[src/rtl/snn_cfg_pkg.sv]
// Shared types and defaults for the SNN configuration synchronizer.
package snn_cfg_pkg;

  // Divider FSM encoding
  typedef enum logic {
    StIdle = 1'b0,
    StRun  = 1'b1
  } div_state_e;

  localparam int unsigned DefDivW       = 8;
  localparam int unsigned DefSpikeW     = 8;
  localparam int unsigned DefDbgW       = 8;
  localparam int unsigned DefSyncStages = 2;

endpackage : snn_cfg_pkg

[src/rtl/cdc_sync_edge.sv]
// Multi-flop level synchronizer with rise/fall detection on the synchronized level.
module cdc_sync_edge
  import snn_cfg_pkg::*;
#(
  parameter int unsigned SyncStages = DefSyncStages
) (
  input  logic clk,
  input  logic rst_n,
  input  logic in_i,
  output logic level_o,
  output logic rise_o,
  output logic fall_o
);

  logic [SyncStages-1:0] sync_d, sync_q;
  logic                  prev_d, prev_q;

  // Shift the async level through the chain; prev tracks the last synchronized value
  always_comb begin
    sync_d = {sync_q[SyncStages-2:0], in_i};
    prev_d = sync_q[SyncStages-1];
  end

  // Synchronizer and edge-detect flops
  always_ff @(posedge clk or negedge rst_n) begin
    if (!rst_n) begin
      sync_q <= '0;
      prev_q <= 1'b0;
    end else begin
      sync_q <= sync_d;
      prev_q <= prev_d;
    end
  end

  // prev resets low, so a flag already high at reset release shows up as a rise
  always_comb begin
    level_o = sync_q[SyncStages-1];
    rise_o  = sync_q[SyncStages-1] & ~prev_q;
    fall_o  = ~sync_q[SyncStages-1] & prev_q;
  end

endmodule : cdc_sync_edge

[src/rtl/snn_config_sync.sv]
// Moves SPI-side configuration into the SNN core domain: time-step divider,
// one-per-tick spike word delivery and debug word latch.
module snn_config_sync
  import snn_cfg_pkg::*;
#(
  parameter int unsigned DIV_W       = DefDivW,
  parameter int unsigned SPIKE_W     = DefSpikeW,
  parameter int unsigned DBG_W       = DefDbgW,
  parameter int unsigned SYNC_STAGES = DefSyncStages
) (
  input  logic               clk,
  input  logic               rst_n,
  input  logic               clk_div_ready_in,
  input  logic               input_spike_ready_in,
  input  logic               debug_config_ready_in,
  input  logic [DIV_W-1:0]   clk_div_cfg,
  input  logic [SPIKE_W-1:0] spike_cfg,
  input  logic [DBG_W-1:0]   debug_cfg,
  output logic               snn_tick,
  output logic               running,
  output logic [DIV_W-1:0]   div_value,
  output logic [SPIKE_W-1:0] spike_data,
  output logic               spike_valid,
  output logic               spike_overrun,
  output logic [DBG_W-1:0]   debug_cfg_out,
  output logic               debug_valid
);

  logic div_rise, div_fall, unused_div_level;
  logic spike_rise, unused_spike_level, unused_spike_fall;
  logic dbg_rise, unused_dbg_level, unused_dbg_fall;

  cdc_sync_edge #(
    .SyncStages(SYNC_STAGES)
  ) u_sync_div (
    .clk    (clk),
    .rst_n  (rst_n),
    .in_i   (clk_div_ready_in),
    .level_o(unused_div_level),
    .rise_o (div_rise),
    .fall_o (div_fall)
  );

  cdc_sync_edge #(
    .SyncStages(SYNC_STAGES)
  ) u_sync_spike (
    .clk    (clk),
    .rst_n  (rst_n),
    .in_i   (input_spike_ready_in),
    .level_o(unused_spike_level),
    .rise_o (spike_rise),
    .fall_o (unused_spike_fall)
  );

  cdc_sync_edge #(
    .SyncStages(SYNC_STAGES)
  ) u_sync_dbg (
    .clk    (clk),
    .rst_n  (rst_n),
    .in_i   (debug_config_ready_in),
    .level_o(unused_dbg_level),
    .rise_o (dbg_rise),
    .fall_o (unused_dbg_fall)
  );

  div_state_e           state_d, state_q;
  logic [DIV_W-1:0]     cnt_d, cnt_q;
  logic [DIV_W-1:0]     div_value_d, div_value_q;
  logic [SPIKE_W-1:0]   spike_buf_d, spike_buf_q;
  logic [SPIKE_W-1:0]   spike_data_d, spike_data_q;
  logic                 pending_d, pending_q;
  logic                 overrun_d, overrun_q;
  logic [DBG_W-1:0]     debug_d, debug_q;
  logic                 debug_valid_d, debug_valid_q;
  logic                 tick;
  logic                 deliver;

  // Tick from registered state; a fall in progress suppresses the tick of that cycle
  always_comb begin
    tick    = (state_q == StRun) && (cnt_q == div_value_q) && !div_fall;
    deliver = pending_q & tick;
  end

  // Divider FSM and phase counter; any rise restarts the phase with the new value
  always_comb begin
    state_d     = state_q;
    cnt_d       = cnt_q;
    div_value_d = div_value_q;
    unique case (state_q)
      StIdle: begin
        if (div_rise) begin
          state_d     = StRun;
          div_value_d = clk_div_cfg;
          cnt_d       = '0;
        end
      end
      StRun: begin
        if (div_rise) begin
          div_value_d = clk_div_cfg;
          cnt_d       = '0;
        end else if (div_fall) begin
          state_d = StIdle;
          cnt_d   = '0;
        end else begin
          cnt_d = (cnt_q == div_value_q) ? '0 : cnt_q + 1'b1;
        end
      end
      default: begin
        state_d = StIdle;
        cnt_d   = '0;
      end
    endcase
  end

  // Spike buffer: deliver on tick, refill on rise; overrun only if the buffer is not drained
  always_comb begin
    spike_buf_d  = spike_buf_q;
    spike_data_d = spike_data_q;
    pending_d    = pending_q;
    overrun_d    = overrun_q;
    if (deliver) begin
      spike_data_d = spike_buf_q;
      pending_d    = 1'b0;
    end
    if (spike_rise) begin
      spike_buf_d = spike_cfg;
      pending_d   = 1'b1;
      if (pending_q && !deliver) begin
        overrun_d = 1'b1;
      end
    end
  end

  // Debug latch with a one-cycle valid aligned to the updated value
  always_comb begin
    debug_d       = dbg_rise ? debug_cfg : debug_q;
    debug_valid_d = dbg_rise;
  end

  // State registers
  always_ff @(posedge clk or negedge rst_n) begin
    if (!rst_n) begin
      state_q       <= StIdle;
      cnt_q         <= '0;
      div_value_q   <= '0;
      spike_buf_q   <= '0;
      spike_data_q  <= '0;
      pending_q     <= 1'b0;
      overrun_q     <= 1'b0;
      debug_q       <= '0;
      debug_valid_q <= 1'b0;
    end else begin
      state_q       <= state_d;
      cnt_q         <= cnt_d;
      div_value_q   <= div_value_d;
      spike_buf_q   <= spike_buf_d;
      spike_data_q  <= spike_data_d;
      pending_q     <= pending_d;
      overrun_q     <= overrun_d;
      debug_q       <= debug_d;
      debug_valid_q <= debug_valid_d;
    end
  end

  // Output mapping
  always_comb begin
    snn_tick      = tick;
    running       = (state_q == StRun);
    div_value     = div_value_q;
    spike_data    = spike_data_q;
    spike_valid   = deliver;
    spike_overrun = overrun_q;
    debug_cfg_out = debug_q;
    debug_valid   = debug_valid_q;
  end

endmodule : snn_config_sync

[config.mk]
export PLATFORM = sky130hd
export DESIGN_NAME = snn_config_sync
export DESIGN_NICKNAME = d
export VERILOG_FILES = /design/src/rtl/snn_cfg_pkg.sv /design/src/rtl/cdc_sync_edge.sv /design/src/rtl/snn_config_sync.sv
export SDC_FILE = /design/constraint.sdc
export NUM_CORES = 1
export LEC_CHECK = 0
export ABC_CLOCK_PERIOD_IN_PS = 2500
export CORE_MARGIN = 5
export CORE_UTILIZATION = 48
export DETAILED_ROUTE_END_ITERATION = 12
export GPL_TIMING_DRIVEN = 0
export PLACE_DENSITY = 0.83
export SLEW_MARGIN = 5
export SYNTH_ARGS = -nofsm -noshare
export SYNTH_HDL_FRONTEND = slang
export SYNTH_SLANG_ARGS = --single-unit
[constraint.sdc]
create_clock -name clk -period 2.5 [get_ports clk]
set_input_delay 0.375 -clock clk [delete_from_list [all_inputs] [get_ports clk]]
set_output_delay 0.375 -clock clk [all_outputs]
set_load 0.03 [all_outputs]
# --- Word level (Yosys, flattened, before mapping) ---
# Cells that the tools add are included.
totals:
  ff_bits: 53
  inputBits: 29
  output_inout_bits: 29
  word_cells: 47
classes:
  n_addsub: 1
  n_eq_ne: 2
  n_mux: 12
  n_bitwise: 10
  reduce_logical: 7
ops:
  columns: ["cell", "n"]
  rows:
  - ["2-to-1 mux 8 bit", 5]
  - ["one-hot mux 8 bit (2 select lines)", 1]
  - ["adder 8 x 1 -> 8 bit (second input constant)", 1]
  - ["equality test 8 bit", 1]
  - ["bitwise AND 1 bit", 5]
  - ["2-to-1 mux 1 bit", 5]
  - ["inverter 1 bit", 5]
  - ["logical AND 1 bit", 3]
  - ["logical NOT 1 bit", 2]
  - ["inequality test 2 bit (second input constant)", 1]
  - ["one-hot mux 1 bit (2 select lines)", 1]
  - ["AND reduction 2 bit", 1]
  - ["nonzero test 2 bit", 1]

# --- Longest topological paths before layout ---
depth:
  depth_word: 8
  ltp_mapped: 7
  ltp_nobuf: 6

# --- Modules after synthesis ---
# Synthesis repeated with hierarchy kept, for this count alone.
hier_totals:
  hier_cells: 163
  hier_area_um2: 2209.6
modules_own_cells:
  columns: ["module", "n_inst", "cells_per_inst", "area_each_um2", "seq_area_each_um2"]
  rows:
  - ["snn_config_sync", 1, 148, 1939.4, 1101.1]
  - ["cdc_sync_edge", 3, 5, 90.1, 75.1]

# --- Least setup slack after synthesis ---
# No wires, ideal clock.
synth_path:
  kind: "register -> output"
  startpoint: "register div_value_q[6] (netlist: div_value[6])"
  endpoint: "output port spike_valid"
  t_arrival_ps: 2069
  required_ps: 2125
  slack_ps: 56
  stages_incl_launch_ff: 7
  n_path_buf: 0
  path_cell_list: "dfrtp_1 -> xor2_1 -> nor4_2 -> nand2_1 -> or3_2 -> inv_1 -> and2_1"
synth_between:
  elab_chain_cells: 4
synth_lines:
  columns: ["item", "line", "text"]
  rows:
  - ["from (decl)", "snn_config_sync.sv:68", "logic [DIV_W-1:0] div_value_d, div_value_q;"]
  - ["from (signal assigned)", "snn_config_sync.sv:155", "div_value_q <= div_value_d;"]
  - ["equality test 8 bit", "snn_config_sync.sv:80", "tick = (state_q == StRun) && (cnt_q == div_value_q) && !div_fall;"]
  - ["logical AND 1 bit (2 in series)", "snn_config_sync.sv:80", null]
  - ["named net snn_tick", "snn_config_sync.sv:19", "output logic snn_tick,"]
  - ["bitwise AND 1 bit", "snn_config_sync.sv:81", "deliver = pending_q & tick;"]
  - ["to (decl)", "snn_config_sync.sv:23", "output logic spike_valid,"]
# The timed path passes the listed nets, and every way through them passes these cells.

# --- Worst setup path in the final report ---
layout_path:
  startpoint: "register div_value_q[0] (netlist: div_value[0])"
  endpoint: "output port spike_valid"
layout_between:
  elab_chain_cells: 4
layout_lines:
  columns: ["item", "line"]
  rows:
  - ["equality test 8 bit", "snn_config_sync.sv:80"]
  - ["logical AND 1 bit (2 in series)", "snn_config_sync.sv:80"]
  - ["bitwise AND 1 bit", "snn_config_sync.sv:81"]
# Every way passes these cells.

==> run_results.csv <==
group,metric,value,unit
run_status,status,"complete, no violations",
cells_and_area,nFillCells,315,
clock_network,cts.clk_slew.worst_paths,0.10,ns
die,core-area,4350,um^2
timing,setup_tns,0,ns
synth,synth.distinct_cells,28,
placement,dpl.hpwl,2.99,mm
flow_run,drv_cap,0,
synth,ys_seq_area_share,61.3,%
synth,yosysWarnings,0,
setup_path,r2r.worst_path.cells,7,
timing,finalSetupViolations,0,
setup_path,required,2.12,ns
route,firstDrtPassIters,4,
timing,slew_violations,0,
cells_and_area,mostFrequentLayoutCells,"54 x clkdlybuf4s50_1, 52 x dfrtp_1, 32 x nand2_1",
synth,syn_inst,174,
setup_path,r2r-end,"cnt_q[7]$_DFFE_PN0P_",
placement,port_buffers,57,
die,die_h,77.2,um
timing,finalCritPeriodShare,95.0,%
setup_path,rrSetupSlack,0.52,ns
global_routing,grt_first_pass_wirelength,7.00,mm
clock_network,cts_buffers,5,
synth,synth_area,2160,um^2
timing,period_needed,2.38,ns
synth,synth_seq_cells,53,
global_routing,grt_remaining_overflow,0,
cells_and_area,diodes,0,
setup_path,rr_startpoint,"u_sync_div.sync_q[1]$_DFF_PN0_",
synth,yosysTopAreaCell,"dfrtp_1",
cells_and_area,postLayoutCellArea,2970,um^2
power,max-vdd-ir-drop,0.000356,V
synth,synth_nets,204,
clock_network,cts.sinks,53,
cells_and_area,final_common_cell,"clkdlybuf4s50_1",
timing,fmax,421,MHz
die,rows,24,
power,total_leakage_power,0.00136,uW
route,wl,4.10,mm
placement,globalplace.congestion,0.745,
clock_network,insertion_delay,0.31,ns
route,drc,0,
timing,tightest_slew,0.578,ns
min_path,min_path_type,"input port to asynchronous set/reset pin",
setup_path,crit_fanout,3,
clock_network,cts_tree,"done",
setup_path,critPathLaunchType,"register",
route,vias,1488,
cells_and_area,syn2layout_area_growth,37.0,%
cells_and_area,final-seq-area,1330,um^2
die,start_util,49.7,%
setup_path,critPathCaptureType,"output port",
global_routing,grt_pass1_vias,1521,
die,dieArea,5950,um^2
power,pwr_density_cell,794,nW/um^2
die,die_x,77.2,um
timing,max-slew-margin-rel,61.5,%
global_routing,antenna_found_initial,0,
cells_and_area,finalNetCount,273,
clock_network,h-tree-depth,2,
clock_network,clock_path_buffers,2,
setup_path,cp.arrival,2.00,ns
timing,finClkSkew,0.0109,ns
route,drtAntennaViolNets,0,
cells_and_area,multi_input_area,800,um^2
placement,postPlaceCellArea,2820,um^2
synth,synth_area_leaders,"dfrtp_1 61%, mux2_2 8.8%, mux2_4 5.5%",
clock_network,cts-root-buf,"clkbuf_8",
timing,hold_viol_final,0,
route,drt_iter0_markers,68,
global_routing,grt_use_total,14.6,%
route,avgViaCountPerCell,5.03,
cells_and_area,drive_gt1_share,19.7,%
route,post_drt_wl_per_cell,13.8,um
die,ios,58,
synth,avgSynthCellArea,12.4,um^2
timing,rsz0062_at_grt,"yes",
synth,synth.top_cell.area_share,61.3,%
setup_path,path_class,"register to output port",
global_routing,grt_max_degree,29,
[per-stage QoR]
step / std cells / util, % / setup WS, ns / hold WS [ns] / power [uW]
2_1_floorplan: 174 / - / 0.0556 / 0.0794 / 1470
3_3_place_gp: 283 / 64.3 / -0.437 / 0.331 / 1750
3_5_place_dp: 284 / 64.7 / -0.262 / 0.336 / 1780
4_1_cts: 295 / 67.8 / 0.0680 / 0.0647 / 2380
5_1_grt: 296 / 68.1 / -0.0114 / 0.0857 / 2470
6_report: 296 / 68.1 / 0.124 / 0.0512 / 2360
[layer usage]
layer	global-route usage, %	share of wire, %
met1	18.0	43
met2	23.1	47
met3	5.62	8.5
met4	5.15	1.1
met5	0	0
[how the worst max path moves through the flow]
stage,startpoint,slack (ns),depth (start not counted),to
finish,div_value[0]$_DFFE_PN0P_,0.12,7,spike_valid
detailed placement,cnt_q[6]$_DFFE_PN0P_,-0.26,7,spike_valid
floorplan,div_value[6]$_DFFE_PN0P_,0.06,6,spike_valid
global route,div_value[0]$_DFFE_PN0P_,-0.01,7,spike_valid
global placement,rst_n,-0.44,1,div_value[0]$_DFFE_PN0P_
CTS,div_value[0]$_DFFE_PN0P_,0.07,7,spike_valid
[report_power, final]
part           leakage (uW)  switching (uW)  internal (uW)  total [uW]
logic              0.000655             345            355         700
clock network     0.0000591             283            305         589
registers          0.000648            80.5            985        1070
total               0.00136             709           1650        2360
[cell usage after synthesis]
cell	number
a31o_2	1
nor4_2	1
nand2_1	32
a22o_1	3
mux2_2	17
or3_2	1
mux2_4	8
xnor2_1	3
inv_1	2
clkbuf_1	7
and2_1	3
nor2b_1	5
nor2_1	6
nand2b_1	2
and4_1	1
nand4_1	2
or3_1	1
dfrtp_1	53
nand3_1	5
xor2_1	6
a31oi_1	1
ha_1	1
buf_6	1
and3_1	1
a21oi_1	4
mux2i_1	1
a21o_1	2
o21ai_0	4
[kinds of logic (layout without fill, tap and decap cells)]
group / Yosys count / after routing / synth area share [%]
fa+ha+maj: 1 / 1 / 0.578
compound gates: 15 / 15 / 4.45
flops: 53 / 53 / 61.3
mux: 26 / 26 / 14.9
simple gates: 60 / 60 / 13.1
xor+xnor: 9 / 9 / 3.64
buf+inv: 10 / 80 / 2.08
[repair_timing]
item	4_1_cts	5_1_grt
setup endpoints to repair	2	1
hold buffers	0	0
buffers inserted	3	1
gates resized for setup	13	3
hold endpoints to repair	0	0
pin swaps	1	2
[area by class of cell]
class | instances | share of cell area [%]
timing repair buffer | 62 | 20.6
clock inverter | 3 | 1.60
clock buffer | 5 | 2.32
sequential | 53 | 44.8
buffer | 8 | 1.27
multi-input combinational | 111 | 27.0
inverter | 2 | 0.253
tap | 52 | 2.19
[sequential cells by signal, indices dropped and copies added (netlist names), 2 cells and up]
| register | flops |
|---|---|
| cnt_q | 8 |
| debug_cfg_out | 8 |
| div_value | 8 |
| spike_buf_q | 8 |
| spike_data | 8 |
| u_sync_dbg.sync_q | 2 |
| u_sync_div.sync_q | 2 |
| u_sync_spike.sync_q | 2 |
[worst max-delay path, cell delays in order, from the launching register on]
cell and delay, ns:
dfrtp_1 0.39, xor2_1 0.17, nor4_2 0.36, nand2_1 0.11, or3_4 0.36, inv_2 0.06
and2_4 0.13, buf_6 0.12
Power figures use the tool's default switching activity.
